**src/rtl/hazard_ctrl_pkg.sv**
```systemverilog
// ============================================================================
// riscv_pkg : shared encodings and forwarding helper for the hazard controller
// Rev 1.0
// ============================================================================
`default_nettype none

package riscv_pkg;

    localparam logic [1:0] RESULT_LOAD = 2'b01;

    localparam logic [1:0] FWD_REG = 2'b00;
    localparam logic [1:0] FWD_WB  = 2'b01;
    localparam logic [1:0] FWD_MEM = 2'b10;

    typedef enum logic [0:0] {
        RUN  = 1'b0,
        WAIT = 1'b1
    } hz_state_e;

    // MEM wins over WB because it holds the younger result; x0 is never forwarded.
    function automatic logic [1:0] fwd_select(
        input logic [4:0] rs,
        input logic [4:0] rd_m,
        input logic       wr_m,
        input logic [4:0] rd_w,
        input logic       wr_w
    );
        if (wr_m && (rd_m != 5'd0) && (rd_m == rs)) begin
            return FWD_MEM;
        end else if (wr_w && (rd_w != 5'd0) && (rd_w == rs)) begin
            return FWD_WB;
        end
        return FWD_REG;
    endfunction

endpackage

`default_nettype wire

```
**src/rtl/hazard_ctrl_if.sv**
```systemverilog
// ============================================================================
// hazard_if : pipeline <-> hazard controller signal bundle
// Rev 1.0
// ============================================================================
`default_nettype none

interface hazard_if;

    logic [4:0]  Rs1D, Rs2D;
    logic [4:0]  Rs1E, Rs2E, RdE;
    logic [4:0]  RdM, RdW;
    logic        RegWriteM, RegWriteW;
    logic [1:0]  ResultSrcE;
    logic        PCSrcE;
    logic        mem_req_M;
    logic        mem_ready;

    logic [1:0]  ForwardAE, ForwardBE;
    logic        StallF, StallD, StallE, StallM;
    logic        FlushD, FlushE, FlushW;
    logic        mem_abort;
    logic [31:0] stall_cycles, flush_events;

    modport master (
        output Rs1D, Rs2D, Rs1E, Rs2E, RdE, RdM, RdW,
        output RegWriteM, RegWriteW, ResultSrcE, PCSrcE, mem_req_M, mem_ready,
        input  ForwardAE, ForwardBE, StallF, StallD, StallE, StallM,
        input  FlushD, FlushE, FlushW, mem_abort, stall_cycles, flush_events
    );

    modport slave (
        input  Rs1D, Rs2D, Rs1E, Rs2E, RdE, RdM, RdW,
        input  RegWriteM, RegWriteW, ResultSrcE, PCSrcE, mem_req_M, mem_ready,
        output ForwardAE, ForwardBE, StallF, StallD, StallE, StallM,
        output FlushD, FlushE, FlushW, mem_abort, stall_cycles, flush_events
    );

endinterface

`default_nettype wire

```
**src/rtl/hazard_ctrl_fwd_unit.sv**
```systemverilog
// ============================================================================
// hazard_fwd_unit : combinational forwarding selects for both EX operands
// Rev 1.0
// ============================================================================
`default_nettype none

module hazard_fwd_unit
    import riscv_pkg::*;
(
    input  wire logic [4:0] Rs1E_i,
    input  wire logic [4:0] Rs2E_i,
    input  wire logic [4:0] RdM_i,
    input  wire logic [4:0] RdW_i,
    input  wire logic       RegWriteM_i,
    input  wire logic       RegWriteW_i,
    output logic      [1:0] ForwardAE_o,
    output logic      [1:0] ForwardBE_o
);

    assign ForwardAE_o = fwd_select(Rs1E_i, RdM_i, RegWriteM_i, RdW_i, RegWriteW_i);
    assign ForwardBE_o = fwd_select(Rs2E_i, RdM_i, RegWriteM_i, RdW_i, RegWriteW_i);

endmodule

`default_nettype wire

```
**src/rtl/hazard_ctrl.sv**
```systemverilog
// ============================================================================
// hazard_ctrl : forwarding, stall/flush control and data-memory wait FSM
// Optional perf counters enabled by HAZARD_PERF_EN.  Rev 1.0
// ============================================================================
`default_nettype none

module hazard_ctrl
    import riscv_pkg::*;
#(
    parameter int TIMEOUT = 16,
    parameter int CNT_W   = $clog2(TIMEOUT)
) (
    input  wire logic clock,
    input  wire logic reset_n,
    hazard_if.slave   hz
);

    hz_state_e        state_q, state_d;
    logic [CNT_W-1:0] wait_cnt_q, wait_cnt_d;

    logic [1:0] fwd_a, fwd_b;
    logic       lw_stall, timeout, mem_stall;
    logic       stall_f, stall_d, stall_e, stall_m;
    logic       flush_d, flush_e, flush_w, abort;

    hazard_fwd_unit u_fwd (
        .Rs1E_i      (hz.Rs1E),
        .Rs2E_i      (hz.Rs2E),
        .RdM_i       (hz.RdM),
        .RdW_i       (hz.RdW),
        .RegWriteM_i (hz.RegWriteM),
        .RegWriteW_i (hz.RegWriteW),
        .ForwardAE_o (fwd_a),
        .ForwardBE_o (fwd_b)
    );

    assign lw_stall = (hz.ResultSrcE == RESULT_LOAD) && (hz.RdE != 5'd0) &&
                      ((hz.RdE == hz.Rs1D) || (hz.RdE == hz.Rs2D));

    assign timeout  = (state_q == WAIT) && !hz.mem_ready &&
                      (wait_cnt_q == CNT_W'(TIMEOUT - 1));

    always_ff @(posedge clock or negedge reset_n) begin
        if (!reset_n) begin
            state_q    <= RUN;
            wait_cnt_q <= '0;
        end else begin
            state_q    <= state_d;
            wait_cnt_q <= wait_cnt_d;
        end
    end

    // A dropped mem_req_M in WAIT is ignored: only mem_ready or timeout leaves.
    always_comb begin
        state_d    = state_q;
        wait_cnt_d = wait_cnt_q;
        case (state_q)
            RUN: begin
                if (hz.mem_req_M && !hz.mem_ready) begin
                    state_d    = WAIT;
                    wait_cnt_d = CNT_W'(1);
                end
            end
            WAIT: begin
                if (hz.mem_ready || timeout) begin
                    state_d    = RUN;
                    wait_cnt_d = '0;
                end else begin
                    wait_cnt_d = wait_cnt_q + CNT_W'(1);
                end
            end
            default: begin
                state_d    = RUN;
                wait_cnt_d = '0;
            end
        endcase
    end

    always_comb begin
        mem_stall = 1'b0;
        abort     = 1'b0;
        stall_f   = 1'b0;
        stall_d   = 1'b0;
        stall_e   = 1'b0;
        stall_m   = 1'b0;
        flush_d   = 1'b0;
        flush_e   = 1'b0;
        flush_w   = 1'b0;
        if (reset_n) begin
            if (state_q == RUN) begin
                mem_stall = hz.mem_req_M && !hz.mem_ready;
            end else begin
                mem_stall = !hz.mem_ready && !timeout;
            end
            abort = timeout;
            if (mem_stall) begin
                // EX is frozen, so load-use and branch redirects wait their turn.
                stall_f = 1'b1;
                stall_d = 1'b1;
                stall_e = 1'b1;
                stall_m = 1'b1;
                flush_w = 1'b1;
            end else begin
                stall_f = lw_stall;
                stall_d = lw_stall;
                flush_d = hz.PCSrcE;
                flush_e = lw_stall | hz.PCSrcE;
                flush_w = abort;
            end
        end
    end

    assign hz.ForwardAE = reset_n ? fwd_a : FWD_REG;
    assign hz.ForwardBE = reset_n ? fwd_b : FWD_REG;
    assign hz.StallF    = stall_f;
    assign hz.StallD    = stall_d;
    assign hz.StallE    = stall_e;
    assign hz.StallM    = stall_m;
    assign hz.FlushD    = flush_d;
    assign hz.FlushE    = flush_e;
    assign hz.FlushW    = flush_w;
    assign hz.mem_abort = abort;

`ifdef HAZARD_PERF_EN
    logic [31:0] stall_cnt_q, flush_cnt_q;

    always_ff @(posedge clock or negedge reset_n) begin
        if (!reset_n) begin
            stall_cnt_q <= '0;
            flush_cnt_q <= '0;
        end else begin
            if (stall_f && (stall_cnt_q != '1)) begin
                stall_cnt_q <= stall_cnt_q + 32'd1;
            end
            if (flush_e && (flush_cnt_q != '1)) begin
                flush_cnt_q <= flush_cnt_q + 32'd1;
            end
        end
    end

    assign hz.stall_cycles = stall_cnt_q;
    assign hz.flush_events = flush_cnt_q;
`else
    assign hz.stall_cycles = '0;
    assign hz.flush_events = '0;
`endif

endmodule

`default_nettype wire

```
**src/flat_wrapper.sv**
```systemverilog
// flat-port wrapper written by rule: the top's interface ports become plain ports
module hazard_ctrl_flat import riscv_pkg::*;
#(
    parameter int TIMEOUT = 16,
    parameter int CNT_W   = $clog2(TIMEOUT)
)
  (clock, reset_n, hz_Rs1D, hz_Rs2D, hz_Rs1E, hz_Rs2E, hz_RdE, hz_RdM, hz_RdW, hz_RegWriteM, hz_RegWriteW, hz_ResultSrcE, hz_PCSrcE, hz_mem_req_M, hz_mem_ready, hz_ForwardAE, hz_ForwardBE, hz_StallF, hz_StallD, hz_StallE, hz_StallM, hz_FlushD, hz_FlushE, hz_FlushW, hz_mem_abort, hz_stall_cycles, hz_flush_events);
  hazard_if hz_i ();
  input  wire logic clock;
  input  wire logic reset_n;
  input wire logic [$bits(hz_i.Rs1D)-1:0] hz_Rs1D;
  input wire logic [$bits(hz_i.Rs2D)-1:0] hz_Rs2D;
  input wire logic [$bits(hz_i.Rs1E)-1:0] hz_Rs1E;
  input wire logic [$bits(hz_i.Rs2E)-1:0] hz_Rs2E;
  input wire logic [$bits(hz_i.RdE)-1:0] hz_RdE;
  input wire logic [$bits(hz_i.RdM)-1:0] hz_RdM;
  input wire logic [$bits(hz_i.RdW)-1:0] hz_RdW;
  input wire logic [$bits(hz_i.RegWriteM)-1:0] hz_RegWriteM;
  input wire logic [$bits(hz_i.RegWriteW)-1:0] hz_RegWriteW;
  input wire logic [$bits(hz_i.ResultSrcE)-1:0] hz_ResultSrcE;
  input wire logic [$bits(hz_i.PCSrcE)-1:0] hz_PCSrcE;
  input wire logic [$bits(hz_i.mem_req_M)-1:0] hz_mem_req_M;
  input wire logic [$bits(hz_i.mem_ready)-1:0] hz_mem_ready;
  output wire logic [$bits(hz_i.ForwardAE)-1:0] hz_ForwardAE;
  output wire logic [$bits(hz_i.ForwardBE)-1:0] hz_ForwardBE;
  output wire logic [$bits(hz_i.StallF)-1:0] hz_StallF;
  output wire logic [$bits(hz_i.StallD)-1:0] hz_StallD;
  output wire logic [$bits(hz_i.StallE)-1:0] hz_StallE;
  output wire logic [$bits(hz_i.StallM)-1:0] hz_StallM;
  output wire logic [$bits(hz_i.FlushD)-1:0] hz_FlushD;
  output wire logic [$bits(hz_i.FlushE)-1:0] hz_FlushE;
  output wire logic [$bits(hz_i.FlushW)-1:0] hz_FlushW;
  output wire logic [$bits(hz_i.mem_abort)-1:0] hz_mem_abort;
  output wire logic [$bits(hz_i.stall_cycles)-1:0] hz_stall_cycles;
  output wire logic [$bits(hz_i.flush_events)-1:0] hz_flush_events;
  assign hz_i.Rs1D = hz_Rs1D;
  assign hz_i.Rs2D = hz_Rs2D;
  assign hz_i.Rs1E = hz_Rs1E;
  assign hz_i.Rs2E = hz_Rs2E;
  assign hz_i.RdE = hz_RdE;
  assign hz_i.RdM = hz_RdM;
  assign hz_i.RdW = hz_RdW;
  assign hz_i.RegWriteM = hz_RegWriteM;
  assign hz_i.RegWriteW = hz_RegWriteW;
  assign hz_i.ResultSrcE = hz_ResultSrcE;
  assign hz_i.PCSrcE = hz_PCSrcE;
  assign hz_i.mem_req_M = hz_mem_req_M;
  assign hz_i.mem_ready = hz_mem_ready;
  assign hz_ForwardAE = hz_i.ForwardAE;
  assign hz_ForwardBE = hz_i.ForwardBE;
  assign hz_StallF = hz_i.StallF;
  assign hz_StallD = hz_i.StallD;
  assign hz_StallE = hz_i.StallE;
  assign hz_StallM = hz_i.StallM;
  assign hz_FlushD = hz_i.FlushD;
  assign hz_FlushE = hz_i.FlushE;
  assign hz_FlushW = hz_i.FlushW;
  assign hz_mem_abort = hz_i.mem_abort;
  assign hz_stall_cycles = hz_i.stall_cycles;
  assign hz_flush_events = hz_i.flush_events;
  hazard_ctrl #(.TIMEOUT(TIMEOUT), .CNT_W(CNT_W)) u_core (.clock(clock), .reset_n(reset_n), .hz(hz_i));
endmodule
```
**config.mk**
```make
export PLATFORM = sky130hd
export DESIGN_NAME = hazard_ctrl_flat
export DESIGN_NICKNAME = d
export VERILOG_FILES = /design/src/rtl/hazard_ctrl_pkg.sv /design/src/rtl/hazard_ctrl_if.sv /design/src/rtl/hazard_ctrl_fwd_unit.sv /design/src/rtl/hazard_ctrl.sv /design/src/flat_wrapper.sv
export SDC_FILE = /design/constraint.sdc
export NUM_CORES = 1
export LEC_CHECK = 0
export CORE_MARGIN = 2
export CORE_UTILIZATION = 27
export CTS_CLUSTER_SIZE = 30
export DETAILED_ROUTE_END_ITERATION = 10
export PLACE_DENSITY_LB_ADDON = 0.12
export SLEW_MARGIN = 30
export SYNTH_ARGS = -nofsm -noshare
export SYNTH_HDL_FRONTEND = slang
export SYNTH_SLANG_ARGS = --single-unit
```
**constraint.sdc**
```tcl
create_clock -name clock -period 1.65 [get_ports clock]
set_clock_uncertainty 0.2 [all_clocks]
set_input_delay 0.165 -clock clock [delete_from_list [all_inputs] [get_ports clock]]
set_output_delay 0.165 -clock clock [all_outputs]
set_load 0.01 [all_outputs]
```
==> results of run 1 <==
==> report_power, final <==
group          switching [mW]  leakage [nW]  internal (mW)  total [mW]
registers             0.00676        0.0656          0.134       0.141
logic                   0.220         0.925          0.234       0.454
clock network          0.0669        0.0228          0.166       0.233
total                   0.294          1.01          0.535       0.828
==> final cells by class <==
| class | instances | area (um2) | share of cell area [%] |
|---|---|---|---|
| Multi-Input combinational cell | 145 | 948 | 47.4 |
| Timing Repair Buffer | 95 | 801 | 40.1 |
| Sequential cell | 5 | 125 | 6.26 |
| Tap cell | 52 | 65.1 | 3.25 |
| Clock buffer | 4 | 45.0 | 2.25 |
| Inverter | 4 | 15.0 | 0.751 |
==> cells by family (layout without fill, tap and decap cells) <==
| logic type | after synthesis | in the layout | synth area share (%) |
|---|---|---|---|
| compound gates | 13 | 13 | 7.05 |
| flops | 5 | 5 | 10.4 |
| other cells | 1 | 64 | 0.311 |
| fa+ha+maj | 1 | 1 | 1.04 |
| xor+xnor | 31 | 31 | 22.5 |
| simple gates | 36 | 36 | 16.5 |
| buf+inv | 70 | 103 | 42.3 |
==> worst max path at each step <==
stage                                      from               to  cells after the start
2_1_floorplan  u_core.wait_cnt_q[0]$_DFFE_PN0P_        hz_StallF                      6
3_3_place_gp                          hz_RdM[4]  hz_ForwardAE[0]                      6
3_5_place_dp                          hz_RdM[4]  hz_ForwardAE[0]                      6
4_1_cts        u_core.wait_cnt_q[0]$_DFFE_PN0P_        hz_StallD                      7
5_1_grt        u_core.wait_cnt_q[1]$_DFFE_PN0P_        hz_StallF                      7
6_report       u_core.wait_cnt_q[1]$_DFFE_PN0P_        hz_StallD                      7
==> repair_timing <==
action / CTS / global route
hold buffers: 1 / 0
buffers inserted: 4 / 5
hold endpoints to repair: 5 / 0
resized for setup: 123 / 13
pin swaps: 16 / 16
setup endpoints to repair: 12 / 12
==> registers in the layout (all words and copies together) (netlist names) <==
| register | flops |
|---|---|
| u_core.state_q | 1 |
| u_core.wait_cnt_q | 4 |
==> cell usage in the layout, fill, tap and decap left out, types with 2 or more instances in the layout <==
cell type / netlist / routed
xor2_2: 0 / 2
dlygate4sd2_1: 0 / 9
nand3_2: 0 / 2
clkdlybuf4s15_1: 0 / 4
nor2_1: 4 / 4
conb_1: 1 / 64
xnor2_2: 0 / 4
nor4_4: 0 / 2
buf_6: 0 / 12
clkbuf_8: 0 / 3
xor2_1: 22 / 20
or4_1: 4 / 2
nor3_1: 5 / 4
nand2_1: 8 / 7
dfrtp_1: 5 / 5
buf_2: 0 / 13
inv_1: 4 / 2
clkdlybuf4s50_1: 0 / 20
o22ai_1: 2 / 2
o21ai_0: 3 / 2
inv_2: 0 / 2
or4_4: 0 / 2
buf_4: 66 / 34
a21oi_1: 2 / 2
xnor2_1: 9 / 5
and3_4: 0 / 2
==> worst register-to-register path, stage by stage, from the launching register on <==
cell and delay [ns]:
dfrtp_1 0.38, ha_2 0.20, and3_4 0.16, buf_4 0.13
buf_6 0.11, nor3_1 0.16, a21oi_1 0.06, o22ai_1 0.14
==> metal layers <==
layer,track usage (%),up-vias,part of all wire [%]
li1,-,581,-
met3,2.28,4,7.4
met2,20.4,58,51
met5,0,-,0
met1,14.3,506,40
met4,4.40,0,1.2
==> qor.txt, run 1 <==
status: finished with violations
failing checks: setup timing
routed vias/inst: 3.77
number of enable flip-flop cells after synthesis: 0
DR vias: 1149
synthesized instance count: 157
IO Pins: 120
Yosys cell types: 30
clock slew at reported path FFs: 0.04 ns
total CTS buffers: 3
CTS tree: built
CTS root buf: clkbuf_8
Final Util: 46.2%
drc violations: 0
GRT overflow: 0
All-Layer GR Usage: 11.7%
fin area: 0.00200 mm2
# port buffers: 55
Synth top cells by count: buf_4 (66), xor2_1 (22), xnor2_1 (9)
critical path required time: 1.28 ns
RR Endpoint: u_core.wait_cnt_q[3]$_DFFE_PN0P_
crit path cell chain: ha_2, and3_4, a211oi_4, nand2_2, buf_6, o21ai_2, buf_2
Syn-to-layout area delta: 65.6%
# fillers: 457
core box area: 0.00432 mm2
Placer Congestion: 0.734
Synth top area share: 41.0%
CP arrival: 1.69 ns
fin. max-slew vios: 0
critical path class: flop to output pin
Setup TNS: -3.07 ns
dominant synthesized flop cell: dfrtp_1
register bit total from synthesis: 5
r2r worst-path depth: 7
DR iter-0 viols: 20
Rows: 24
hold path startpoint: u_core.wait_cnt_q[3]$_DFFE_PN0P_
Hold Path Depth: 2
CP max-delay cell: dfrtp_1
Synth area leader: buf_4
final setup vio count: 12
Max FO, Critical Path: 4
Final Critical Period: 2.06 ns
Async S/R FF share, synth: 100%
Mapped Avg Cell Area: 7.69 um2
MaxCap Viol Count: 0
startpoint types: flop
Starting Density: 27.9%
Clock Tree Buf Depth: 2
synth warn: 0
worst setup margin: -0.410 ns
chip width: 70.9 um
sequential area share after synthesis: 10.4%
DRT Wirelength: 3050 um
most frequent cell after synthesis: buf_4
Post-Layout Cell Count: 305
RSZ-0062 raised after global routing: true
pin count of the biggest net entering global routing: 8
CTS H-tree lvls: 1
Net count, final: 299
Leak: 1.01 nW
CP Capture Type: output pin
DR WL/cell: 9.99 um
placed instance area: 0.00182 mm2
synth top area cells: buf_4 (41%), xor2_1 (16%), dfrtp_1 (10%)
final hold vios: 0
fmax: 0.485 GHz
die height: 70.9 um
share of layout cells above drive strength 1: 35.2%
worst flop-to-flop path startpoint: u_core.wait_cnt_q[1]$_DFFE_PN0P_
dpl cells: 292
Hold Crit Class: flop to flop
clock sinks: 5
DP Worst Slack: -0.960 ns
Final ANT Viol Nets: 0
IR drop worst, VDD: 0.000203 V
first-pass GRT wire length: 4610 um
Buf/Inv on CP: 2
Clk Latency, worst-skew pair: 0.23 ns
Overall Power: 828 uW
max incr delay on CP: 0.38 ns
pwr/cell area: 414 mW/mm2
WHS: 0.359 ns
FF-to-FF setup slack: 0.04 ns
post-DP HPWL: 2530 um
Crit path max-delay family: flip-flops
Synth Cell Area: 0.00121 mm2
hold endpoint: u_core.wait_cnt_q[3]$_DFFE_PN0P_
total die area: 0.00502 mm2
DRT Pass-1 Iters: 2
number of global-route vias before repair: 958
crit share post-route: 125%
initial antenna violation count: 0
ANT cells: 0
Note: power is estimated with default switching activity, not from simulation.
==> run 2: changes to the inputs <==
ABC_AREA = 1   (was default)
CORE_UTILIZATION = 29   (was 27)
==> qor.txt, run 2 <==
status: finished with violations
failing checks: setup timing
Async S/R FF share, synth: 100%
startpoint types: flop
# fillers: 473
critical path required time: 1.28 ns
Final Critical Period: 1.80 ns
Net count, final: 336
CP arrival: 1.44 ns
CP max-delay cell: dfrtp_1
Synth area leader: buf_4
sequential area share after synthesis: 9.21%
pin count of the biggest net entering global routing: 6
fmax: 0.555 GHz
MaxCap Viol Count: 0
final hold vios: 0
routed vias/inst: 3.72
Synth top area share: 36.5%
critical path class: flop to output pin
Clk Latency, worst-skew pair: 0.22 ns
dominant synthesized flop cell: dfrtp_1
worst setup margin: -0.152 ns
GRT overflow: 0
RSZ-0062 raised after global routing: true
Max FO, Critical Path: 3
Leak: 1.08 nW
IR drop worst, VDD: 0.000181 V
Clock Tree Buf Depth: 2
share of total power in the clock network: 27.3%
commonest non-fill, non-tap cell in the layout: conb_1
crit path cell chain: ha_2, nand2_2, nor2_2, nand3_2, nand3_4, nand2_4, nand2_4, o21ai_2, buf_2
register area: 125 um2
drc violations: 0
Seq pwr share: 18.9%
Synth Cell Area: 0.00136 mm2
DR WL/cell: 8.86 um
All-Layer GR Usage: 10.5%
Final ANT Viol Nets: 0
Switching Share: 37.2%
Rows: 24
synth warn: 0
CTS root buf: clkbuf_8
Mapped Avg Cell Area: 6.23 um2
Placer Congestion: 0.767
max incr delay on CP: 0.34 ns
core box area: 0.00444 mm2
switching power: 301 uW
dpl cells: 335
fin. max-slew vios: 0
clock slew at reported path FFs: 0.03 ns
DR iter-0 viols: 48
CTS tree: built
share of layout cells above drive strength 1: 19.3%
max reg flops: 4
Synth top cells by count: buf_4 (66), nand2_1 (36), inv_1 (29)
ANT cells: 0
Yosys cell types: 25
# port buffers: 55
Comb power frac: 53.8%
Overall Power: 809 uW
Hold Crit Class: flop to flop
commonest cells after routing, fill and taps aside: conb_1 (64), nand2_1 (34), inv_1 (27), dlygate4sd2_1 (24), clkdlybuf4s50_1 (17)
clock sinks: 5
Biggest register: u_core.wait_cnt_q
die height: 72.5 um
IO Pins: 120
pwr/cell area: 439 mW/mm2
Final Util: 41.5%
synth top area cells: buf_4 (36%), nand2_1 (9.9%), dfrtp_1 (9.2%)
internal power: 509 uW
DP Worst Slack: -0.647 ns
crit-path most repeated cell: nand2_4
DRT Pass-1 Iters: 4
Multi-input gate area: 903 um2
Syn-to-layout area delta: 35.7%
chip width: 72.5 um
first-pass GRT wire length: 4410 um
fin area: 0.00184 mm2
DRT Wirelength: 3030 um
post-DP HPWL: 2650 um
final setup vio count: 8
biggest regs: u_core.wait_cnt_q x4, u_core.state_q x1
CTS H-tree lvls: 1
crit share post-route: 109%
initial antenna violation count: 0
number of enable flip-flop cells after synthesis: 0
total CTS buffers: 3
number of global-route vias before repair: 1046
Post-Layout Cell Count: 342
DR vias: 1273
CP Capture Type: output pin
register bit total from synthesis: 5
most frequent cell after synthesis: buf_4
Starting Density: 30.6%
total die area: 0.00525 mm2
placed instance area: 0.00182 mm2
synthesized instance count: 218
run 2: cell types whose count changed after synthesis, sizes merged, moves of 3 or more:
cell | previous run | this run
inv | 4 | 32
nand3 | 3 | 15
nor4 | 3 | 0
nand2 | 8 | 38
o21ai | 4 | 8
or4 | 4 | 0
nor2 | 4 | 19
xor2 | 22 | 11
and3 | 3 | 0
run 2: kinds of logic after synthesis:
logic type	after synthesis	synth area share (%)
compound gates	15	6.26
xor+xnor	18	11.6
fa+ha+maj	1	0.921
buf+inv	98	45.3
flops	5	9.21
other cells	1	0.276
simple gates	80	26.4
run 2: power by group through the flow:
stage / clock network, mW / registers (mW) / logic (mW)
6_report: 0.221 / 0.153 / 0.436
5_1_grt: 0.242 / 0.155 / 0.492
4_1_cts: 0.231 / 0.152 / 0.422
3_5_place_dp: 0 / 0.152 / 0.441
3_3_place_gp: 0 / 0.153 / 0.443
2_1_floorplan: 0 / 0.155 / 0.329
run 2: layout make-up:
class / count / share of cell area (%)
flip-flops and latches: 5 / 6.78
multi-input cells: 178 / 49.0
repair buffers: 71 / 31.8
inverters: 32 / 6.51
well taps: 52 / 3.53
clock buffers: 4 / 2.44
run 2: path summary, 6_finish.rpt:
check	start	endpoint	slack [ns]	cells past startpoint
max in group asynchronous	reset_n	u_core.state_q$_DFF_PN0_	0.55	3
setup / recovery	u_core.wait_cnt_q[0]$_DFFE_PN0P_	hz_StallF	-0.15	9
setup reg to reg	u_core.wait_cnt_q[0]$_DFFE_PN0P_	u_core.wait_cnt_q[2]$_DFFE_PN0P_	0.12	8
hold reg to reg	u_core.wait_cnt_q[3]$_DFFE_PN0P_	u_core.wait_cnt_q[3]$_DFFE_PN0P_	0.40	2
hold / removal	u_core.wait_cnt_q[3]$_DFFE_PN0P_	u_core.wait_cnt_q[3]$_DFFE_PN0P_	0.40	2
min in group asynchronous	reset_n	u_core.wait_cnt_q[2]$_DFFE_PN0P_	0.50	3
run 2: per-stage QoR:
step	hold WS (ns)	setup TNS (ns)
2_1_floorplan	-0.331	0
3_5_place_dp	0.385	-5.85
4_1_cts	0.397	-1.11
3_3_place_gp	0.380	-5.95
5_1_grt	0.430	-1.91
6_report	0.400	-1.09
run 2: what timing repair did:
item,CTS,global route
hold buffers,1,0
setup buffers,2,0
endpoints found under the setup margin,12,12
endpoints found under the hold margin,5,0
gates resized for setup,77,17
pin swaps,5,8
run 2: critical path: cells and delay by family, from the launching register on:
kind,cells,cell delay [ns]
adder cells (fa/ha/maj),1,0.19
AND/OR/NAND/NOR,6,0.50
flip-flops,1,0.34
AO/OA/AOI/OAI,1,0.06
buffers and inverters,1,0.14
run 2: metal layers:
metal	track usage, %	wire (um)
met1	13.8	1340
met2	17.6	1380
met3	1.11	278
met4	3.70	31
met5	0	0
==> run 3: changes to the inputs <==
CELL_PAD_IN_SITES_DETAIL_PLACEMENT = 1   (was default)
CELL_PAD_IN_SITES_GLOBAL_PLACEMENT = 1   (was default)
CORE_UTILIZATION = 18   (was 29)
CTS_CLUSTER_DIAMETER = 80   (was default)
PLACE_DENSITY = 0.8   (was default)
PLACE_DENSITY_LB_ADDON = default   (was 0.12)
==> qor.txt, run 3 (synthesis results as in run 2) <==
post-DP HPWL: 3500 um
Final ANT Viol Nets: 0
total CTS buffers: 3
# port buffers: 55
initial antenna violation count: 0
Setup TNS: -1.44 ns
commonest non-fill, non-tap cell in the layout: conb_1
Net count, final: 338
startpoint types: flop
max reg flops: 4
crit share post-route: 112%
number of global-route vias before repair: 1397
core box area: 0.00729 mm2
routed vias/inst: 3.51
Multi-input gate area: 933 um2
r2r worst-path depth: 8
hold endpoint: u_core.wait_cnt_q[3]$_DFFE_PN0P_
Rows: 31
final setup vio count: 8
Max FO, Critical Path: 3
clock sinks: 5
MaxCap Viol Count: 0
Final Critical Period: 1.85 ns
Leak: 1.11 nW
IO Pins: 120
drc violations: 0
fmax: 0.541 GHz
status: finished with violations
DR iter-0 viols: 9
DRT Pass-1 Iters: 6
ANT cells: 0
pin count of the biggest net entering global routing: 6
biggest regs: u_core.wait_cnt_q x4, u_core.state_q x1
Hold Path Depth: 2
WHS: 0.410 ns
DR WL/cell: 10.6 um
commonest cells after routing, fill and taps aside: conb_1 (64), nand2_1 (34), inv_1 (29), dlygate4sd2_1 (25), buf_4 (17)
max incr delay on CP: 0.35 ns
FF-to-FF setup slack: 0.15 ns
Clk Latency, worst-skew pair: 0.23 ns
crit-path most repeated cell: nand2_2
DRT Wirelength: 4150 um
crit path cell chain: ha_2, nand2_2, nor2_2, nand3_2, nand3_4, nand2_2, nand2_4, o21ai_1, buf_2
# fillers: 980
CTS tree: built
placed instance area: 0.00188 mm2
Syn-to-layout area delta: 42.4%
CP arrival: 1.48 ns
clock slew at reported path FFs: 0.04 ns
critical path class: flop to output pin
Clock Tree Buf Depth: 2
CTS root buf: clkbuf_8
CP max-delay cell: dfrtp_1
critical path required time: 1.28 ns
Overall Power: 867 uW
chip width: 90.9 um
first-pass GRT wire length: 6310 um
die height: 90.9 um
RSZ-0062 raised after global routing: true
Starting Density: 18.6%
worst setup margin: -0.198 ns
CP Capture Type: output pin
register area: 125 um2
Buf/Inv on CP: 1
All-Layer GR Usage: 9.43%
DR vias: 1373
fin area: 0.00193 mm2
Hold Crit Class: flop to flop
share of layout cells above drive strength 1: 21.6%
failing checks: setup timing
Placer Congestion: 0.772
total die area: 0.00826 mm2
Biggest register: u_core.wait_cnt_q
RR Endpoint: u_core.wait_cnt_q[0]$_DFFE_PN0P_
worst flop-to-flop path startpoint: u_core.wait_cnt_q[0]$_DFFE_PN0P_
hold path startpoint: u_core.wait_cnt_q[3]$_DFFE_PN0P_
Crit path max-delay family: simple AND/OR/NAND/NOR gates
pwr/cell area: 448 mW/mm2
IR drop worst, VDD: 0.000168 V
fin. max-slew vios: 0
Final Util: 26.5%
final hold vios: 0
GRT overflow: 0
CTS H-tree lvls: 1
-- run 3: power by group --
part | switching (mW) | total [mW] | internal [mW]
Sequential | 0.0147 | 0.155 | 0.140
Combinational | 0.262 | 0.478 | 0.216
Clock | 0.0677 | 0.234 | 0.166
Total | 0.344 | 0.867 | 0.523
-- run 3: cell type report --
| cell class | instances | area share (%) |
|---|---|---|
| clock buffers | 4 | 2.33 |
| inverters | 32 | 6.21 |
| multi-input cells | 178 | 48.3 |
| flip-flops and latches | 5 | 6.47 |
| well taps | 99 | 6.40 |
| repair buffers | 73 | 30.3 |
-- run 3: worst min-delay path, stage by stage, from the launching register on --
cell and delay (ns):
dfrtp_1 0.38, inv_1 0.09, o22ai_1 0.09
-- run 3: timing repair --
action,CTS,global route
pin swaps,13,12
setup endpoints to repair,12,12
resized for setup,87,13
hold buffers,1,0
setup buffers,2,2
hold endpoints to repair,5,0
-- run 3: worst max-delay path by stage --
stage,startpoint,to,slack (ns),cells after the start
2_1_floorplan,u_core.wait_cnt_q[0]$_DFFE_PN0P_,hz_StallF,0.02,9
3_3_place_gp,hz_RdE[1],hz_StallF,-0.72,10
3_5_place_dp,hz_RdE[0],hz_StallF,-0.74,10
4_1_cts,hz_Rs2D[0],hz_StallF,-0.20,10
5_1_grt,u_core.wait_cnt_q[0]$_DFFE_PN0P_,hz_FlushW,-0.29,9
6_report,u_core.wait_cnt_q[0]$_DFFE_PN0P_,hz_FlushW,-0.20,9
-- run 3: layer usage --
layer / GRT usage (%) / share of wire (%)
met5: 0 / 0
met4: 4.55 / 3.1
met2: 18.0 / 53
met1: 9.33 / 34
met3: 2.59 / 9.6
-- run 3: metrics by stage --
stage / setup WS [ns] / instances
final: -0.198 / 391
after global routing: -0.287 / 391
after CTS: -0.200 / 389
after detailed placement: -0.740 / 382
after global placement: -0.716 / 382
after floorplan: 0.0156 / 281
